[src/rtl/rv32_pkg.sv]
// Shared RV32I definitions used by the write-back stage.
package rv32_pkg;

  // Write-back source select, encoded the way the MEM stage drives wb_src.
  typedef enum logic [1:0] {
    WB_ALU = 2'b00,
    WB_MEM = 2'b01,
    WB_IO  = 2'b10,
    WB_PC4 = 2'b11
  } wb_src_t;

  // Load funct3 encodings
  localparam logic [2:0] F3_LB  = 3'b000;
  localparam logic [2:0] F3_LH  = 3'b001;
  localparam logic [2:0] F3_LW  = 3'b010;
  localparam logic [2:0] F3_LBU = 3'b100;
  localparam logic [2:0] F3_LHU = 3'b101;

  // Major opcodes
  localparam logic [6:0] OPC_LOAD   = 7'b0000011;
  localparam logic [6:0] OPC_OPIMM  = 7'b0010011;
  localparam logic [6:0] OPC_AUIPC  = 7'b0010111;
  localparam logic [6:0] OPC_STORE  = 7'b0100011;
  localparam logic [6:0] OPC_OP     = 7'b0110011;
  localparam logic [6:0] OPC_LUI    = 7'b0110111;
  localparam logic [6:0] OPC_BRANCH = 7'b1100011;
  localparam logic [6:0] OPC_JALR   = 7'b1100111;
  localparam logic [6:0] OPC_JAL    = 7'b1101111;
  localparam logic [6:0] OPC_SYSTEM = 7'b1110011;

  localparam logic [31:0] EBREAK_IW = 32'h0010_0073;

  // Halt FSM states
  typedef enum logic {ST_RUN = 1'b0, ST_HALT = 1'b1} halt_st_t;

  // Register-file write request as driven onto the write port / forwarding bus
  typedef struct packed {
    logic        en;
    logic [4:0]  rd;
    logic [31:0] data;
  } wb_wr_t;

endpackage

[src/rtl/rv32_load_align.sv]
// Load data alignment: picks the addressed byte/half out of a raw word and extends it.
module rv32_load_align
  import rv32_pkg::*;
(
  input  logic [31:0] raw,
  input  logic [1:0]  off,
  input  logic [2:0]  f3,
  output logic [31:0] data
);

  logic [7:0]  byte_sel;
  logic [15:0] half_sel;

  // Lane select then extension by funct3; unknown funct3 yields zero
  always_comb begin
    byte_sel = raw[8*off +: 8];
    half_sel = raw[16*off[1] +: 16];
    data     = 32'h0;
    case (f3)
      F3_LB:   data = {{24{byte_sel[7]}}, byte_sel};
      F3_LBU:  data = {24'h0, byte_sel};
      F3_LH:   data = {{16{half_sel[15]}}, half_sel};
      F3_LHU:  data = {16'h0, half_sel};
      F3_LW:   data = raw;
      default: data = 32'h0;
    endcase
  end

endmodule

[src/rtl/rv32_wb_top.sv]
// RV32I write-back stage: WB mux, register-file write gating, retire counter, EBREAK halt.
module rv32_wb_top
  import rv32_pkg::*;
#(
  parameter int HALT_ON_EBREAK = 1,
  parameter int CNT_W          = 64
) (
  input  logic             clk,
  input  logic             reset,
  input  logic [31:0]      pc_in,
  input  logic [31:0]      iw_in,
  input  logic [31:0]      alu_in,
  input  logic [4:0]       wb_reg_in,
  input  logic             wb_enable_in,
  input  logic [1:0]       wb_src_in,
  input  logic [31:0]      mem_rdata_in,
  input  logic [31:0]      io_rdata_in,
  output logic             regf_wen,
  output logic [4:0]       regf_wreg,
  output logic [31:0]      regf_wdata,
  output logic             df_wb_enable,
  output logic [4:0]       df_wb_reg,
  output logic [31:0]      df_wb_data,
  output logic [CNT_W-1:0] retire_count,
  output logic             halted
);

  halt_st_t         st_q, st_d;
  logic [CNT_W-1:0] cnt_q, cnt_d;
  logic [31:0]      raw, ld_data, wb_val;
  logic             retire;
  wb_wr_t           wr;

  rv32_load_align u_align (
    .raw  (raw),
    .off  (alu_in[1:0]),
    .f3   (iw_in[14:12]),
    .data (ld_data)
  );

  // Load source and write-back value select
  always_comb begin
    raw    = (wb_src_t'(wb_src_in) == WB_IO) ? io_rdata_in : mem_rdata_in;
    wb_val = alu_in;
    case (wb_src_t'(wb_src_in))
      WB_ALU:  wb_val = alu_in;
      WB_MEM,
      WB_IO:   wb_val = ld_data;
      WB_PC4:  wb_val = pc_in + 32'd4;
      default: wb_val = alu_in;
    endcase
  end

  // Write gating: x0 never written, nothing written while halted or in reset
  always_comb begin
    wr      = '0;
    if (!reset) begin
      wr.en   = wb_enable_in & (wb_reg_in != 5'd0) & ~halted;
      wr.rd   = wb_reg_in;
      wr.data = wb_val;
    end
  end

  assign regf_wen     = wr.en;
  assign regf_wreg    = wr.rd;
  assign regf_wdata   = wr.data;
  assign df_wb_enable = wr.en;
  assign df_wb_reg    = wr.rd;
  assign df_wb_data   = wr.data;

  // Retire counter next state; bubbles do not count, wraps naturally
  always_comb begin
    retire = (iw_in != 32'h0) & ~halted & ~reset;
    cnt_d  = cnt_q;
    if (retire) cnt_d = cnt_q + {{(CNT_W-1){1'b0}}, 1'b1};
  end

  // Counter register
  always_ff @(posedge clk) begin
    if (reset) cnt_q <= '0;
    else       cnt_q <= cnt_d;
  end

  assign retire_count = cnt_q;

  // Halt FSM state register; reset also leaves HALT
  always_ff @(posedge clk) begin
    if (reset) st_q <= ST_RUN;
    else       st_q <= st_d;
  end

  // Halt FSM next state: EBREAK retires this cycle, halt shows next cycle
  always_comb begin
    st_d = st_q;
    case (st_q)
      ST_RUN:  if ((HALT_ON_EBREAK != 0) && (iw_in == EBREAK_IW) && !reset) st_d = ST_HALT;
      ST_HALT: st_d = ST_HALT;
      default: st_d = ST_RUN;
    endcase
  end

  // Halt FSM output
  always_comb begin
    halted = (st_q == ST_HALT);
  end

endmodule
[config.mk]
export PLATFORM = sky130hd
export DESIGN_NAME = rv32_wb_top
export DESIGN_NICKNAME = d
export VERILOG_FILES = /design/src/rtl/rv32_pkg.sv /design/src/rtl/rv32_load_align.sv /design/src/rtl/rv32_wb_top.sv
export SDC_FILE = /design/constraint.sdc
export NUM_CORES = 1
export LEC_CHECK = 0
export ABC_AREA = 1
export CAP_MARGIN = 20
export CORE_MARGIN = 1.5
export CORE_UTILIZATION = 40
export DETAILED_ROUTE_END_ITERATION = 10
export PLACE_DENSITY = 0.76
export SLEW_MARGIN = 0
export SYNTH_ARGS = -nofsm -noshare
export SYNTH_HDL_FRONTEND = slang
export SYNTH_SLANG_ARGS = --single-unit
[constraint.sdc]
create_clock -name clk -period 2.2 [get_ports clk]
set_input_delay 0.33 -clock clk [delete_from_list [all_inputs] [get_ports clk]]
set_output_delay 0.33 -clock clk [all_outputs]
set_load 0.05 [all_outputs]
==> out/results.tsv <==
metric	value	unit
seqPwrFrac	23.3	%
final_cells	2058	
cts.sinks	65	
required	1.87	ns
synth_common_cells	535 x nand2_1, 251 x nor2_1, 114 x nand3_1, 113 x inv_1, 86 x a21oi_1	
worst_slew_pin_slew	0.603	ns
start_kind	primary input	
htreeDepth	3	
routed_wl	36800	um
p_clk_share	30.7	%
status	finished, violations left	
async_reset_ff_share	0	%
clkSlewWorstSetupHoldPaths	0.06	ns
dp_slack	-0.763	ns
placed_area	0.0125	sq mm
grt_util_all_layers	36.7	%
ys_types	39	
gr-total-overflow	0	
yosysMostFrequentCell	nand2_1	
grt_pass1_vias	10800	
syn_area_per_cell	5.20	sq um
syn_nets	1614	
hp-class	reg2reg	
finClkSkew	0.00944	ns
place_inst	2008	
cts_root_buf	clkbuf_16	
cp_cell_sequence	buf_12 > inv_12 > ha_4 > inv_8 > nand2_4 > nand3_4 > buf_12 > nand4_4 > buf_6 > buf_12 > nand3_4 > nand2_2 > nand3_2 > nand2_2 > clkinvlp_4 > buf_12	
fp.dieW	140	um
drc	8	
irDropWorstVdd	0.320	mV
antenna_found_initial	0	
die_area	0.0195	sq mm
grt_pass1_wl	57000	um
yosysTopAreaCell	nand2_1	
tritoncts	done	
crit_type	in2out	
ant_nets	0	
port_buffers	310	
combPwrFrac	45.9	%
sw_frac_of_total	35.2	%
cp_slowest_cell	ha_4	
layout_setup_ws	-0.211	ns
n_antenna_cell	0	
critPathArrivalTime	2.08	ns
synth_top_cells_by_area	nand2_1 27%, dfxtp_1 17%, nor2_1 13%	
clock_path_buffers	2	
post-route-min-period	2.41	ns
synth_area	0.00748	sq mm
ys_warn_count	0	
clk_latency	0.34	ns
num_rows	49	
gp_congestion	1.02	
setup_viol	64	
power.static_leakage	5.51	nW
finalCritPeriodShare	110	%
intPower	0.00329	W
layout.nets	1999	
relSlewSlack	59.6	%
drv_cap	0	
drive_gt1_share	26.4	%
syn_to_final_growth	86.5	%
ctsHoldBuffers	0	
avgViaCountPerCell	5.35	
critPathCaptureType	primary output	
violations	DRC, setup timing	
timing.critical_path.mode_cell	buf_12	
hpwlAfterDp	29100	um
wire_per_inst	17.9	um
power.density	364	mW/mm^2
dr.pass1.iters	9	
rsz0062_at_grt	true	
grt_max_degree	34	
core	0.0181	sq mm
synth_top_area_share	26.9	%
design_area	0.0139	sq mm
drt_iter0_drc	929	
ys_ff_latch	65	
net-switching-power	0.00179	W
max_stage_delay	0.19	ns
synth_ff_type	dfxtp_1	
vias	11000	
worstPathMaxFanout	6	
synthCells	1439	
start_util	41.2	%
synth.yosys.seq_area_share	17.4	%
fmax	415	MHz
finalMaxSlewViolations	0	
die_h	140	um
fillers	1449	
hold_viol	0	
ios	311	
cts_buffers	9	
synth-edff-count	0	
-- sequential cells by signal, indices dropped and copies added (netlist names) --
register,cells
retire_count,64
halted,1
-- metrics by stage --
step           TNS, ns  utilization, %  power [W]  hold slack, ns
2_1_floorplan    -1.34               -    0.00224           0.534
3_3_place_gp    -47.39            68.7    0.00328           0.491
3_5_place_dp    -52.86            68.7    0.00328           0.502
4_1_cts          -6.13            75.3    0.00500           0.513
5_1_grt         -12.50            76.8    0.00524           0.537
6_report         -8.56            76.8    0.00508           0.505
-- critical path, delay by kind of cell --
family                   cells  cell delay (ns)
adder cells (fa/ha/maj)      1             0.19
buffers and inverters        8             0.92
AND/OR/NAND/NOR              7             0.62
-- layout by cell type, fill, tap and decap left out, types with 25 or more instances in the layout --
cell type and n:
dlygate4sd2_1 26, nand2_1 466, buf_12 93, inv_1 92, nand2_2 61, buf_4 115, nor2_1 226, a21oi_1 67
nand3_2 25, o21ai_0 40, clkdlybuf4s50_1 195, dfxtp_1 65, nand3_1 74, o211ai_1 26
-- repair_timing --
item / CTS / global route
resized for setup: 219 / 63
pin swaps: 89 / 51
buffers inserted: 24 / 6
setup endpoints to repair: 64 / 64
cloned: 5 / 1
-- area by class of cell --
type / instances / area, sq um / share of cell area (%)
tap: 229 / 287 / 2.05
inverter: 121 / 520 / 3.73
multi-input combinational: 1169 / 6250 / 44.8
sequential: 65 / 1300 / 9.33
timing repair buffer: 458 / 5270 / 37.8
clock buffer: 11 / 243 / 1.74
clock inverter: 5 / 78.8 / 0.565
-- cell families (layout without fill, tap and decap cells) --
kind of cell	after synthesis	count (layout)	synth area share, %
compound gates	169	169	12.5
fa+ha+maj	5	5	0.837
simple gates	970	972	53.6
buf+inv	207	595	13.0
flops	65	65	17.4
xor+xnor	23	23	2.69
-- per-layer routing --
metal / GRT usage (%) / wire length (um) / up-vias
li1: - / - / 5313
met2: 68.5 / 18800 / 584
met5: 0 / 0 / -
met3: 5.82 / 2720 / 131
met4: 17.6 / 1950 / 0
met1: 40.5 / 13400 / 4981
-- final timing paths --
path	slack, ns	startpoint	end	cells after the start
setup / recovery	-0.21	wb_src_in[0]	df_wb_data[23]	16
hold / removal	0.51	retire_count[63]	retire_count[63]	2
setup reg to reg	0.29	retire_count[1]	retire_count[32]	9
hold reg to reg	0.51	retire_count[63]	retire_count[63]	2
-- power groups by stage --
stage / Combinational, W / Clock (W) / Sequential, W
finish: 0.00233 / 0.00156 / 0.00119
global route: 0.00243 / 0.00162 / 0.00119
CTS: 0.00224 / 0.00157 / 0.00119
detailed placement: 0.00207 / 0 / 0.00121
global placement: 0.00206 / 0 / 0.00121
floorplan: 0.00101 / 0 / 0.00123
Power figures use the tool's default switching activity.
==> variant (same flow settings) <==
`CNT_W`: 64 -> 32.
--- a/src/rtl/rv32_wb_top.sv
+++ b/src/rtl/rv32_wb_top.sv
@@ -5,3 +5,3 @@
   parameter int HALT_ON_EBREAK = 1,
-  parameter int CNT_W          = 64
+  parameter int CNT_W          = 32
 ) (
Interface: changed (resized retire_count); port bits go from 311 to 279. The function was not compared with the original's and may differ.
==> variant against the unedited design <==
The flow finishes with violations (negative setup slack). Synthesized cell count decreased by 25%. Core utilization increased by 2.8 points. Clock power decreased by 56%. Worst setup slack better by 0.081 ns. Power is 33% lower. Sequential power fell by 49%. Final area is 24% lower. Sequential cell count down 32. Area after synthesis is 28% lower. Critical path depth decreased by 5. Routed wire length down 29%. Largest cell class unchanged. Largest power group unchanged.
==> variant: results (changes against the unedited design) <==
metric	value	unit	change
cpPeakStageDelay	0.27	ns	was 0.19 ns
dp_hpwl	20000	um	was 29100 um
finalSetupViolCount	52		was 64
synth.distinct_cells	34		was 39
synth_compound_gate_area_share	13.2	%	was 12.5%
tightestPinTransition	0.542	ns	was 0.603 ns
status	finished with violations		unchanged
worstHoldStart	reset		was retire_count[63]
grt_pass1_vias	7871		was 10800
synth-xor-area-share	2.43	%	was 2.69%
cts_buffers	5		was 9
grt_pass1_wl	39700	um	was 57000 um
synth_adder_area_share	1.16	%	was 0.837%
worst_slack	-0.130	ns	was -0.211 ns
violations	negative setup slack		was design-rule violations, negative setup slack
worstHoldPathType	input pin to register		was register to register
gp_congestion	0.981		was 1.02
vias_per_cell	5.24		was 5.35
fin_skew	0.00654	ns	was 0.00944 ns
post_cts_buffers	7		was 24
syn_area_per_cell	4.99	um^2	was 5.20 um^2
synth-seq-area-share	12.2	%	was 17.4%
grt_max_degree	42		was 34
synth_nets	1260		was 1614
synthTopCellsByArea	nand2_1 30%, dfxtp_1 12%, nor2_1 12%		was nand2_1 27%, dfxtp_1 17%, nor2_1 13%
dr.pass1.iters	5		was 9
cts-resized-gates	174		was 219
cp_top_family	compound AO/OA/AOI/OAI gates		was buffers and inverters
dp_slack	-0.698	ns	was -0.763 ns
==> variant: cell types whose count changed after synthesis, sizes merged, moves of 9 or more <==
cell    before  now
nand4       21    4
dfxtp       65   33
a21oi       88   61
xnor2       15    4
nand2      543  438
nand3      115   79
nand3b       4   13
or2         13    2
nor2       264  184
o21ai       49   37
inv        120   98
==> variant: how the worst max path moves through the flow <==
stage	to	slack, ns	depth (start not counted)
3_5_place_dp	regf_wdata[20]	-0.70	14
4_1_cts	df_wb_data[26]	-0.13	16
6_report	df_wb_data[8]	-0.13	11
3_3_place_gp	regf_wdata[20]	-0.64	14
2_1_floorplan	regf_wdata[28]	-0.03	15
5_1_grt	df_wb_data[8]	-0.20	12
==> variant: final cells by class <==
class	count	area, um^2	area share, %
Inverter	100	433	4.11
Tap cell	176	220	2.09
Clock inverter	3	17.5	0.166
Sequential cell	33	661	6.26
Multi-Input combinational cell	878	4880	46.3
Timing Repair Buffer	386	4210	39.9
Clock buffer	5	125	1.19
==> variant: metal layers <==
layer / wire length [um] / GRT usage (%) / up-vias
li1: - / - / 4025
met1: 9630 / 40.3 / 3806
met2: 13700 / 65.6 / 397
met3: 2010 / 5.03 / 55
met4: 641 / 10.5 / 0
met5: 0 / 0 / -
==> variant: stage by stage <==
stage / hold slack [ns] / TNS, ns / util (%) / cell area [um^2]
after floorplan: 0.525 / -0.124 / - / 5880
after global placement: 0.482 / -35.34 / 71.7 / 9500
after detailed placement: 0.492 / -37.69 / 71.7 / 9500
after CTS: 0.377 / -5.78 / 77.1 / 10200
after global routing: 0.388 / -6.47 / 79.6 / 10500
final: 0.373 / -3.01 / 79.6 / 10500
